### src/rtl/mblight_ram_arbiter_if.sv
// Avalon-MM link shared by the requester ports and the RAM port of mblight_ram_arbiter.
// Requesters use master/slave; the RAM side uses mem_master/mem_slave.
interface mblight_ram_arbiter_if #(
    parameter int unsigned ADDR_W = 13,
    parameter int unsigned DATA_W = 32
) ();
    logic [ADDR_W-1:0]   address;
    logic [DATA_W/8-1:0] byteenable;
    logic                read;
    logic                write;
    logic [DATA_W-1:0]   writedata;
    logic                chipselect;
    logic                waitrequest;
    logic [DATA_W-1:0]   readdata;
    logic                readdatavalid;

    modport master (
        output address, byteenable, read, write, writedata,
        input  waitrequest, readdata, readdatavalid
    );

    modport slave (
        input  address, byteenable, read, write, writedata,
        output waitrequest, readdata, readdatavalid
    );

    modport mem_master (
        output address, byteenable, chipselect, write, writedata,
        input  readdata
    );

    modport mem_slave (
        input  address, byteenable, chipselect, write, writedata,
        output readdata
    );
endinterface

### src/rtl/mblight_ram_arbiter.sv
// Two-master arbiter in front of a 1-cycle-latency single-port RAM, with starvation guard.
// Define MBLIGHT_RAM_ARB_ROUND_ROBIN_EN for round-robin; otherwise m0 has fixed priority.
module mblight_ram_arbiter #(
    parameter int unsigned ADDR_W       = 13,
    parameter int unsigned DATA_W       = 32,
    parameter int unsigned STARVE_LIMIT = 4
) (
    input  logic                  clk,
    input  logic                  reset_n,
    mblight_ram_arbiter_if.slave      m0,
    mblight_ram_arbiter_if.slave      m1,
    mblight_ram_arbiter_if.mem_master mem
);
    localparam logic [3:0] LIMIT = 4'(STARVE_LIMIT);

    logic       w_req0, w_req1;
    logic       w_gnt0, w_gnt1;
    logic       w_rd_gnt;
    logic [3:0] w_starve0_nxt, w_starve1_nxt;
    logic [3:0] r_starve0, r_starve1;
    logic       r_rd_pend, r_rd_owner;
`ifdef MBLIGHT_RAM_ARB_ROUND_ROBIN_EN
    logic       r_last;
`endif

    assign w_req0 = m0.read | m0.write;
    assign w_req1 = m1.read | m1.write;

    // Grants are held off while reset is low so the RAM sees no access.
    always_comb begin
        w_gnt0 = 1'b0;
        w_gnt1 = 1'b0;
        if (reset_n) begin
            if (w_req1 && (r_starve1 == LIMIT)) begin
                w_gnt1 = 1'b1;
            end else if (w_req0 && (r_starve0 == LIMIT)) begin
                w_gnt0 = 1'b1;
            end else if (w_req0 && w_req1) begin
`ifdef MBLIGHT_RAM_ARB_ROUND_ROBIN_EN
                w_gnt0 = r_last;
                w_gnt1 = ~r_last;
`else
                w_gnt0 = 1'b1;
`endif
            end else begin
                w_gnt0 = w_req0;
                w_gnt1 = w_req1;
            end
        end
    end

    function automatic logic [3:0] starve_next(input logic [3:0] cnt, input logic req,
                                               input logic gnt);
        if (!req || gnt) begin
            return 4'd0;
        end else if (cnt < LIMIT) begin
            return cnt + 4'd1;
        end
        return cnt;
    endfunction

    assign w_starve0_nxt = starve_next(r_starve0, w_req0, w_gnt0);
    assign w_starve1_nxt = starve_next(r_starve1, w_req1, w_gnt1);

    // A read+write request is a write; only pure reads return data.
    assign w_rd_gnt = (w_gnt0 & m0.read & ~m0.write) | (w_gnt1 & m1.read & ~m1.write);

    always_ff @(posedge clk or negedge reset_n) begin
        if (!reset_n) begin
            r_starve0  <= 4'd0;
            r_starve1  <= 4'd0;
            r_rd_pend  <= 1'b0;
            r_rd_owner <= 1'b0;
`ifdef MBLIGHT_RAM_ARB_ROUND_ROBIN_EN
            r_last     <= 1'b0;
`endif
        end else begin
            r_starve0  <= w_starve0_nxt;
            r_starve1  <= w_starve1_nxt;
            r_rd_pend  <= w_rd_gnt;
            r_rd_owner <= w_gnt1;
`ifdef MBLIGHT_RAM_ARB_ROUND_ROBIN_EN
            if (w_gnt0 || w_gnt1) begin
                r_last <= w_gnt1;
            end
`endif
        end
    end

    assign m0.waitrequest   = w_req0 & ~w_gnt0;
    assign m1.waitrequest   = w_req1 & ~w_gnt1;
    assign m0.readdata      = mem.readdata;
    assign m1.readdata      = mem.readdata;
    assign m0.readdatavalid = r_rd_pend & ~r_rd_owner;
    assign m1.readdatavalid = r_rd_pend & r_rd_owner;

    assign mem.address    = w_gnt1 ? m1.address    : m0.address;
    assign mem.byteenable = w_gnt1 ? m1.byteenable : m0.byteenable;
    assign mem.writedata  = w_gnt1 ? m1.writedata  : m0.writedata;
    assign mem.chipselect = w_gnt0 | w_gnt1;
    assign mem.write      = (w_gnt0 & m0.write) | (w_gnt1 & m1.write);

endmodule

### src/flat_wrapper.sv
// flat-port wrapper written by rule: the top's interface ports become plain ports
module mblight_ram_arbiter_flat 
#(
    parameter int unsigned ADDR_W       = 13,
    parameter int unsigned DATA_W       = 32,
    parameter int unsigned STARVE_LIMIT = 4
)
  (clk, reset_n, m0_address, m0_byteenable, m0_read, m0_write, m0_writedata, m0_waitrequest, m0_readdata, m0_readdatavalid, m1_address, m1_byteenable, m1_read, m1_write, m1_writedata, m1_waitrequest, m1_readdata, m1_readdatavalid, mem_address, mem_byteenable, mem_chipselect, mem_write, mem_writedata, mem_readdata);
  mblight_ram_arbiter_if #(.ADDR_W(ADDR_W), .DATA_W(DATA_W)) m0_i ();
  mblight_ram_arbiter_if #(.ADDR_W(ADDR_W), .DATA_W(DATA_W)) m1_i ();
  mblight_ram_arbiter_if #(.ADDR_W(ADDR_W), .DATA_W(DATA_W)) mem_i ();
  input  logic clk;
  input  logic reset_n;
  input wire logic [$bits(m0_i.address)-1:0] m0_address;
  input wire logic [$bits(m0_i.byteenable)-1:0] m0_byteenable;
  input wire logic [$bits(m0_i.read)-1:0] m0_read;
  input wire logic [$bits(m0_i.write)-1:0] m0_write;
  input wire logic [$bits(m0_i.writedata)-1:0] m0_writedata;
  output wire logic [$bits(m0_i.waitrequest)-1:0] m0_waitrequest;
  output wire logic [$bits(m0_i.readdata)-1:0] m0_readdata;
  output wire logic [$bits(m0_i.readdatavalid)-1:0] m0_readdatavalid;
  input wire logic [$bits(m1_i.address)-1:0] m1_address;
  input wire logic [$bits(m1_i.byteenable)-1:0] m1_byteenable;
  input wire logic [$bits(m1_i.read)-1:0] m1_read;
  input wire logic [$bits(m1_i.write)-1:0] m1_write;
  input wire logic [$bits(m1_i.writedata)-1:0] m1_writedata;
  output wire logic [$bits(m1_i.waitrequest)-1:0] m1_waitrequest;
  output wire logic [$bits(m1_i.readdata)-1:0] m1_readdata;
  output wire logic [$bits(m1_i.readdatavalid)-1:0] m1_readdatavalid;
  output wire logic [$bits(mem_i.address)-1:0] mem_address;
  output wire logic [$bits(mem_i.byteenable)-1:0] mem_byteenable;
  output wire logic [$bits(mem_i.chipselect)-1:0] mem_chipselect;
  output wire logic [$bits(mem_i.write)-1:0] mem_write;
  output wire logic [$bits(mem_i.writedata)-1:0] mem_writedata;
  input wire logic [$bits(mem_i.readdata)-1:0] mem_readdata;
  assign m0_i.address = m0_address;
  assign m0_i.byteenable = m0_byteenable;
  assign m0_i.read = m0_read;
  assign m0_i.write = m0_write;
  assign m0_i.writedata = m0_writedata;
  assign m0_waitrequest = m0_i.waitrequest;
  assign m0_readdata = m0_i.readdata;
  assign m0_readdatavalid = m0_i.readdatavalid;
  assign m1_i.address = m1_address;
  assign m1_i.byteenable = m1_byteenable;
  assign m1_i.read = m1_read;
  assign m1_i.write = m1_write;
  assign m1_i.writedata = m1_writedata;
  assign m1_waitrequest = m1_i.waitrequest;
  assign m1_readdata = m1_i.readdata;
  assign m1_readdatavalid = m1_i.readdatavalid;
  assign mem_address = mem_i.address;
  assign mem_byteenable = mem_i.byteenable;
  assign mem_chipselect = mem_i.chipselect;
  assign mem_write = mem_i.write;
  assign mem_writedata = mem_i.writedata;
  assign mem_i.readdata = mem_readdata;
  mblight_ram_arbiter #(.ADDR_W(ADDR_W), .DATA_W(DATA_W), .STARVE_LIMIT(STARVE_LIMIT)) u_core (.clk(clk), .reset_n(reset_n), .m0(m0_i), .m1(m1_i), .mem(mem_i));
endmodule
### config.mk
export PLATFORM = sky130hd
export DESIGN_NAME = mblight_ram_arbiter_flat
export DESIGN_NICKNAME = d
export VERILOG_FILES = /design/src/rtl/mblight_ram_arbiter_if.sv /design/src/rtl/mblight_ram_arbiter.sv /design/src/flat_wrapper.sv
export SDC_FILE = /design/constraint.sdc
export NUM_CORES = 1
export LEC_CHECK = 0
export CORE_AREA = 5 5 95 97
export CTS_CLUSTER_DIAMETER = 100
export CTS_CLUSTER_SIZE = 12
export DETAILED_ROUTE_END_ITERATION = 16
export DIE_AREA = 0 0 100 102
export GPL_TIMING_DRIVEN = 1
export MAX_ROUTING_LAYER = met4
export PLACE_DENSITY = 0.75
export SETUP_SLACK_MARGIN = 0.4
export SYNTH_ARGS = -nofsm -noshare
export SYNTH_HDL_FRONTEND = slang
export SYNTH_SLANG_ARGS = --single-unit
### constraint.sdc
create_clock -name clk -period 3.3 [get_ports clk]
set_clock_uncertainty 0.15 [all_clocks]
set_input_delay 0.66 -clock clk [delete_from_list [all_inputs] [get_ports clk]]
set_output_delay 0.66 -clock clk [all_outputs]
set_load 0.05 [all_outputs]
==> results of run 1 <==
[flip-flops by register name (all words and copies together) (netlist names)]
register,flops
u_core.r_rd_pend,1
u_core.r_starve1,4
u_core.r_rd_owner,1
[cell type report]
| type | count | area, sq um | area share (%) |
|---|---|---|---|
| repair buffers | 173 | 2350 | 64.7 |
| clock buffers | 3 | 41.3 | 1.13 |
| multi-input cells | 77 | 940 | 25.8 |
| flip-flops and latches | 6 | 150 | 4.13 |
| inverters | 6 | 22.5 | 0.619 |
| well taps | 105 | 131 | 3.61 |
[power by group through the flow]
stage / registers (mW) / clock network, mW / logic, mW
finish: 0.103 / 0.109 / 1.09
CTS: 0.103 / 0.113 / 1.09
detailed placement: 0.109 / 0 / 1.01
global route: 0.106 / 0.120 / 1.15
floorplan: 0.105 / 0 / 0.758
global placement: 0.106 / 0 / 0.993
[logic make-up (layout without fill, tap and decap cells)]
group	Yosys count	in the layout	share of synthesized area, %
xor+xnor	1	1	0.515
simple gates	15	15	4.64
fa+ha+maj	2	2	1.47
mux	50	50	43.9
compound gates	9	9	3.90
flops	6	6	8.83
buf+inv	77	182	36.8
[repair_timing]
action | in CTS | in global routing
gates resized for setup | 11 | 2
buffers inserted | 5 | 2
cloned | 3 | 2
endpoints found under the setup margin | 49 | 49
hold buffers | 0 | 0
pin swaps | 3 | 2
[synth_stat cells]
cell type and n:
buf_4 64, mux2_4 49, dfrtp_1 6, inv_1 6, buf_12 5, nor2_1 5
a21oi_1 4, nor3_1 4, buf_6 2, ha_1 2, nor2b_1 2, o21ai_0 2
a221oi_1 1, and2_1 1, and3b_1 1, mux2i_1 1, nand2_1 1, nor4b_1 1
o21a_1 1, o221a_4 1, xnor2_1 1
[stage by stage]
stage	area (sq um)	power, mW	instances	hold WS, ns
final	3640	1.31	370	0.389
after global routing	3640	1.37	370	0.394
after CTS	3570	1.30	366	0.382
after detailed placement	3380	1.12	355	0.413
after global placement	3380	1.10	355	0.383
after floorplan	1710	0.863	160	0.214
[final timing paths]
| check | from | end | slack (ns) | cells past startpoint |
|---|---|---|---|---|
| min in group clk | u_core.r_starve1[3] | u_core.r_starve1[3] | 0.41 | 2 |
| min reg2reg | u_core.r_starve1[3] | u_core.r_starve1[3] | 0.41 | 2 |
| min | reset_n | u_core.r_starve1[2] | 0.39 | 2 |
| max in group asynchronous | reset_n | u_core.r_starve1[3] | 2.48 | 2 |
| max reg2reg | u_core.r_starve1[0] | u_core.r_rd_owner | 1.52 | 7 |
| max | m1_write | mem_writedata[24] | 0.43 | 6 |
[per-layer routing]
layer | up-vias | GRT usage, % | wire, um
li1 | 689 | - | -
met4 | 0 | 0.933 | 0
met3 | 0 | 5.94 | 779
met5 | - | - | 0
met2 | 131 | 19.0 | 3130
met1 | 671 | 13.8 | 2630
[critical path, cell delays in order]
cell and delay, ns:
dlygate4sd2_1 0.30, o221a_4 0.31, buf_12 0.16, clkbuf_16 0.17, mux2_4 0.31, buf_12 0.15
==> flow_summary_export.csv, run 1 <==
group,metric,value,unit
outcome,outcome,"completed",
global_routing,overflow,0,
drt,num_vias,1491,
power,swShare,40.8,%
drt,totalWireLength,6540,um
global_routing,antenna_found_initial,0,
floorplanning,die-area,0.0102,sq mm
finish,diodes,0,
power,p_sw,532,uW
critical_path,worstSetupPathType,"input pin to output pin",
synth,synth.top_cell.area_share,43.3,%
global_routing,grt_start_max_net_pins,16,
finish,syn2layout_area_growth,114,%
timing,maxSlewViolCount,0,
cts,clkSinkCount,6,
synth,synth_area,0.00170,sq mm
synth,yosysUniqueCellTypes,21,
cts,root_buffer,"clkbuf_8",
drt,wl_per_cell,17.7,um
timing,finalSetupViolCount,0,
timing,slew_headroom,66.5,%
power,comb_power_share,83.7,%
critical_path,start_kind,"input pin",
power,power_frac_seq,7.9,%
critical_path,crit_required,2.49,ns
timing,rsz0062_at_grt,"yes",
drt,drtIter0Drc,12,
global_routing,grt_pass1_wl,9190,um
finish,drive_gt1_share,46.8,%
run,drv_cap,0,
floorplanning,num_io_pins,255,
finish,utilization,45.2,%
timing,period_needed,2.87,ns
power,power.density,359,mW/mm^2
timing,setup_tns,0,ns
cts,htreeDepth,1,
floorplanning,core,0.00805,sq mm
drt,via_per_inst,4.03,
floorplanning,rows,33,
power,p_int,773,uW
finish,finalNetCount,405,
cts,clock_path_buffers,2,
critical_path,crit_path_end_kind,"output pin",
cts,cts_tree,"built",
placement,place_congestion,0.812,
placement,place_ws,0.0764,ns
worst_hold_path,min_path_type,"input pin to asynchronous set/reset pin",
timing,hold_violations,0,
synth,yosysWarnings,0,
placement,port_buffers,158,
global_routing,track_usage,11.8,%
cts,worstSkewPairLatency,0.22,ns
drt,post-route-drc-count,0,
floorplanning,die_h,102,um
synth,ys_seq_area_share,8.83,%
floorplanning,fp.dieW,100,um
power,clkPwrFrac,8.3,%
finish,n_fill_cell,727,
synth,postSynthCellCount,160,
synth,synth_nets,298,
timing,fmax,0.348,GHz
power,leakagePower,1.59,nW
global_routing,first_global_vias,1699,
synth,yosysTopAreaCell,"mux2_4",
synth,yosys-top-cells-area,"mux2_4 (43%), buf_4 (28%), dfrtp_1 (8.8%)",
synth,avgSynthCellArea,10.6,sq um
floorplanning,start_util,21.1,%
cts,cts_buffers,3,
drt,dr.pass1.iters,4,
power,peakVddDrop,0.309,mV
finish,layout_commonest_cell,"clkdlybuf4s50_1",
drt,ant_nets,0,
timing,final.setup.worst_slack,0.428,ns
placement,post-dp-hpwl,5200,um
cts,clk_pin_slew,0.04,ns
finish,layout_common_cells,"clkdlybuf4s50_1 (100), buf_12 (54), mux2_4 (49)",
timing,fin_crit_sh,87.0,%
critical_path,arrival,2.06,ns
synth,ys_ff_latch,6,
timing,worst_slew_pin_slew,0.501,ns
critical_path,path_max_fanout,7,
Power figures use the tool's default switching activity.
==> run 2, diff against run 1 <==
- RECOVER_POWER: unset -> 100
==> run 2 against run 1 <==
Via count up 0.27%. First-iteration DRC count up 8.3%. Cell area down 6.5%. Worst setup slack lost 0.14 ns. Flip-flop and latch count stayed put. Critical path type is now flip-flop to output pin. Critical endpoint is now mem_writedata[28]. Largest cell class unchanged. Largest power group unchanged.
==> flow_summary_export.csv, run 2 (synthesis results as in run 1) <==
group,metric,value,unit
critical_path,reg2reg_slack,1.48,ns
power,p_int,699,uW
critical_path,cp-endpoint,"mem_writedata[28]",
drt,drtIter0Drc,13,
floorplanning,start_util,21.1,%
placement,place_ws,0.0764,ns
cts,cts_buffers,3,
cts,clk_pin_slew,0.04,ns
critical_path,crit_path_end_kind,"output pin",
finish,multi_input_area,803,sq um
global_routing,first_global_vias,1699,
power,peakVddDrop,0.266,mV
drt,post-route-drc-count,0,
power,leakagePower,1.44,nW
power,comb_power_share,82.5,%
critical_path,reg2reg_from,"u_core.r_starve1[0]",
critical_path,arrival,2.21,ns
finish,utilization,42.3,%
global_routing,grt_start_max_net_pins,16,
drt,dr.pass1.iters,3,
drt,ant_nets,0,
power,p_sw,518,uW
drt,num_vias,1495,
timing,hold_violations,0,
finish,reg_top3,"u_core.r_starve1 x4, u_core.r_rd_owner x1, u_core.r_rd_pend x1",
drt,via_per_inst,4.04,
cts,clock_path_buffers,2,
critical_path,worstSetupPathType,"flip-flop to output pin",
floorplanning,fp.dieW,100,um
floorplanning,rows,33,
critical_path,crit_required,2.49,ns
timing,worst_slew_pin_slew,0.593,ns
global_routing,antenna_found_initial,0,
worst_hold_path,whs_path_depth,2,
power,power.density,358,mW/mm^2
critical_path,cp_slowest_cell,"dfrtp_1",
global_routing,grt_pass1_wl,9190,um
floorplanning,die_h,102,um
placement,post-dp-hpwl,5200,um
run,drv_cap,0,
floorplanning,core,0.00805,sq mm
critical_path,max_stage_delay,0.37,ns
placement,port_buffers,158,
cts,cts_hold_buf,0,
finish,layout_commonest_cell,"clkdlybuf4s50_1",
finish,diodes,0,
cts,root_buffer,"clkbuf_8",
outcome,outcome,"completed",
critical_path,path_max_fanout,7,
critical_path,crit_start,"u_core.r_starve1[0]",
timing,fin_crit_sh,91.4,%
finish,n_fill_cell,785,
finish,top_register,"u_core.r_starve1",
cts,worstSkewPairLatency,0.22,ns
power,power_frac_seq,8.5,%
timing,maxSlewViolCount,0,
power,clkPwrFrac,9.0,%
critical_path,start_kind,"flip-flop",
critical_path,path_cells,"inv_1 > ha_1 > and3b_1 > o221a_1 > buf_12 > clkbuf_16 > mux2_1 > buf_12",
timing,hold_slack,0.408,ns
critical_path,r2r_end,"u_core.r_rd_owner",
timing,final.setup.worst_slack,0.284,ns
timing,fmax,0.332,GHz
finish,largest_reg_flops,4,
finish,syn2layout_area_growth,100,%
finish,finalNetCount,405,
timing,period_needed,3.02,ns
timing,slew_headroom,60.7,%
finish,layout_common_cells,"clkdlybuf4s50_1 (98), buf_12 (48), mux2_1 (32)",
cts,htreeDepth,1,
global_routing,track_usage,11.8,%
placement,place_congestion,0.812,
global_routing,overflow,0,
drt,totalWireLength,6490,um
critical_path,rr_worst_depth,7,
floorplanning,die-area,0.0102,sq mm
worst_hold_path,min_path_type,"flip-flop to flip-flop",
power,swShare,42.5,%
cts,clkSinkCount,6,
timing,setup_tns,0,ns
cts,cts_tree,"built",
critical_path,crit_top_cell,"buf_12",
timing,finalSetupViolCount,0,
floorplanning,num_io_pins,255,
drt,wl_per_cell,17.5,um
timing,rsz0062_at_grt,"yes",
finish,drive_gt1_share,32.1,%
finish,ff_latch_area,150,sq um
## run 2: cell count changes in the layout (fill, tap and decap cells not counted), sizes merged
cell | before | now
dlygate4sd3 | 0 | 2
buf | 65 | 57
clkbuf | 5 | 13
clkdlybuf4s50 | 100 | 98
## run 2: timing repair
action,in CTS,in global routing
cloned,3,2
resized for setup,11,2
pin swaps,3,2
endpoints found under the setup margin,49,49
setup buffers,5,2
## run 2: per-stage QoR
step                      std cells  total power, mW  cell area [sq um]
after floorplan                 160            0.863               1710
after global placement          355             1.10               3380
after detailed placement        355             1.12               3380
after CTS                       366             1.30               3570
after global routing            370             1.28               3400
final                           370             1.22               3400
## run 2: final cells by class
cell class                 count  area share (%)
sequential                     6            4.41
tap                          105            3.86
multi-input combinational     77            23.6
timing repair buffer         173            66.2
clock buffer                   3            1.21
inverter                       6           0.662
## run 2: critical path, delay by kind of cell, from the launching register on
family	cells	cell delay [ns]
adders and majority gates	1	0.14
muxes	1	0.36
and+or+nand+nor	1	0.21
DFF	1	0.37
buffers and inverters	4	0.58
AOI/OAI and AO/OA	1	0.30
## run 2: worst min path at each step
stage / startpoint / to
global route: u_core.r_starve1[3] / u_core.r_starve1[3]
finish: u_core.r_starve1[3] / u_core.r_starve1[3]
CTS: reset_n / u_core.r_starve1[0]
floorplan: reset_n / u_core.r_rd_owner
global placement: u_core.r_starve1[3] / u_core.r_starve1[3]
detailed placement: u_core.r_starve1[3] / u_core.r_starve1[3]
## run 2: layer usage
| layer | GRT usage [%] | share of wire [%] | wire, um |
|---|---|---|---|
| met1 | 13.8 | 40 | 2610 |
| met2 | 19.0 | 48 | 3090 |
| met3 | 5.94 | 12 | 792 |
| met4 | 0.933 | 0 | 0 |
| met5 | - | 0 | 0 |
## run 2: power by group through the flow
stage | Combinational [mW] | Clock (mW) | Sequential [mW]
CTS | 1.09 | 0.113 | 0.103
global placement | 0.993 | 0 | 0.106
finish | 1.00 | 0.110 | 0.104
floorplan | 0.758 | 0 | 0.105
global route | 1.06 | 0.120 | 0.106
detailed placement | 1.01 | 0 | 0.109
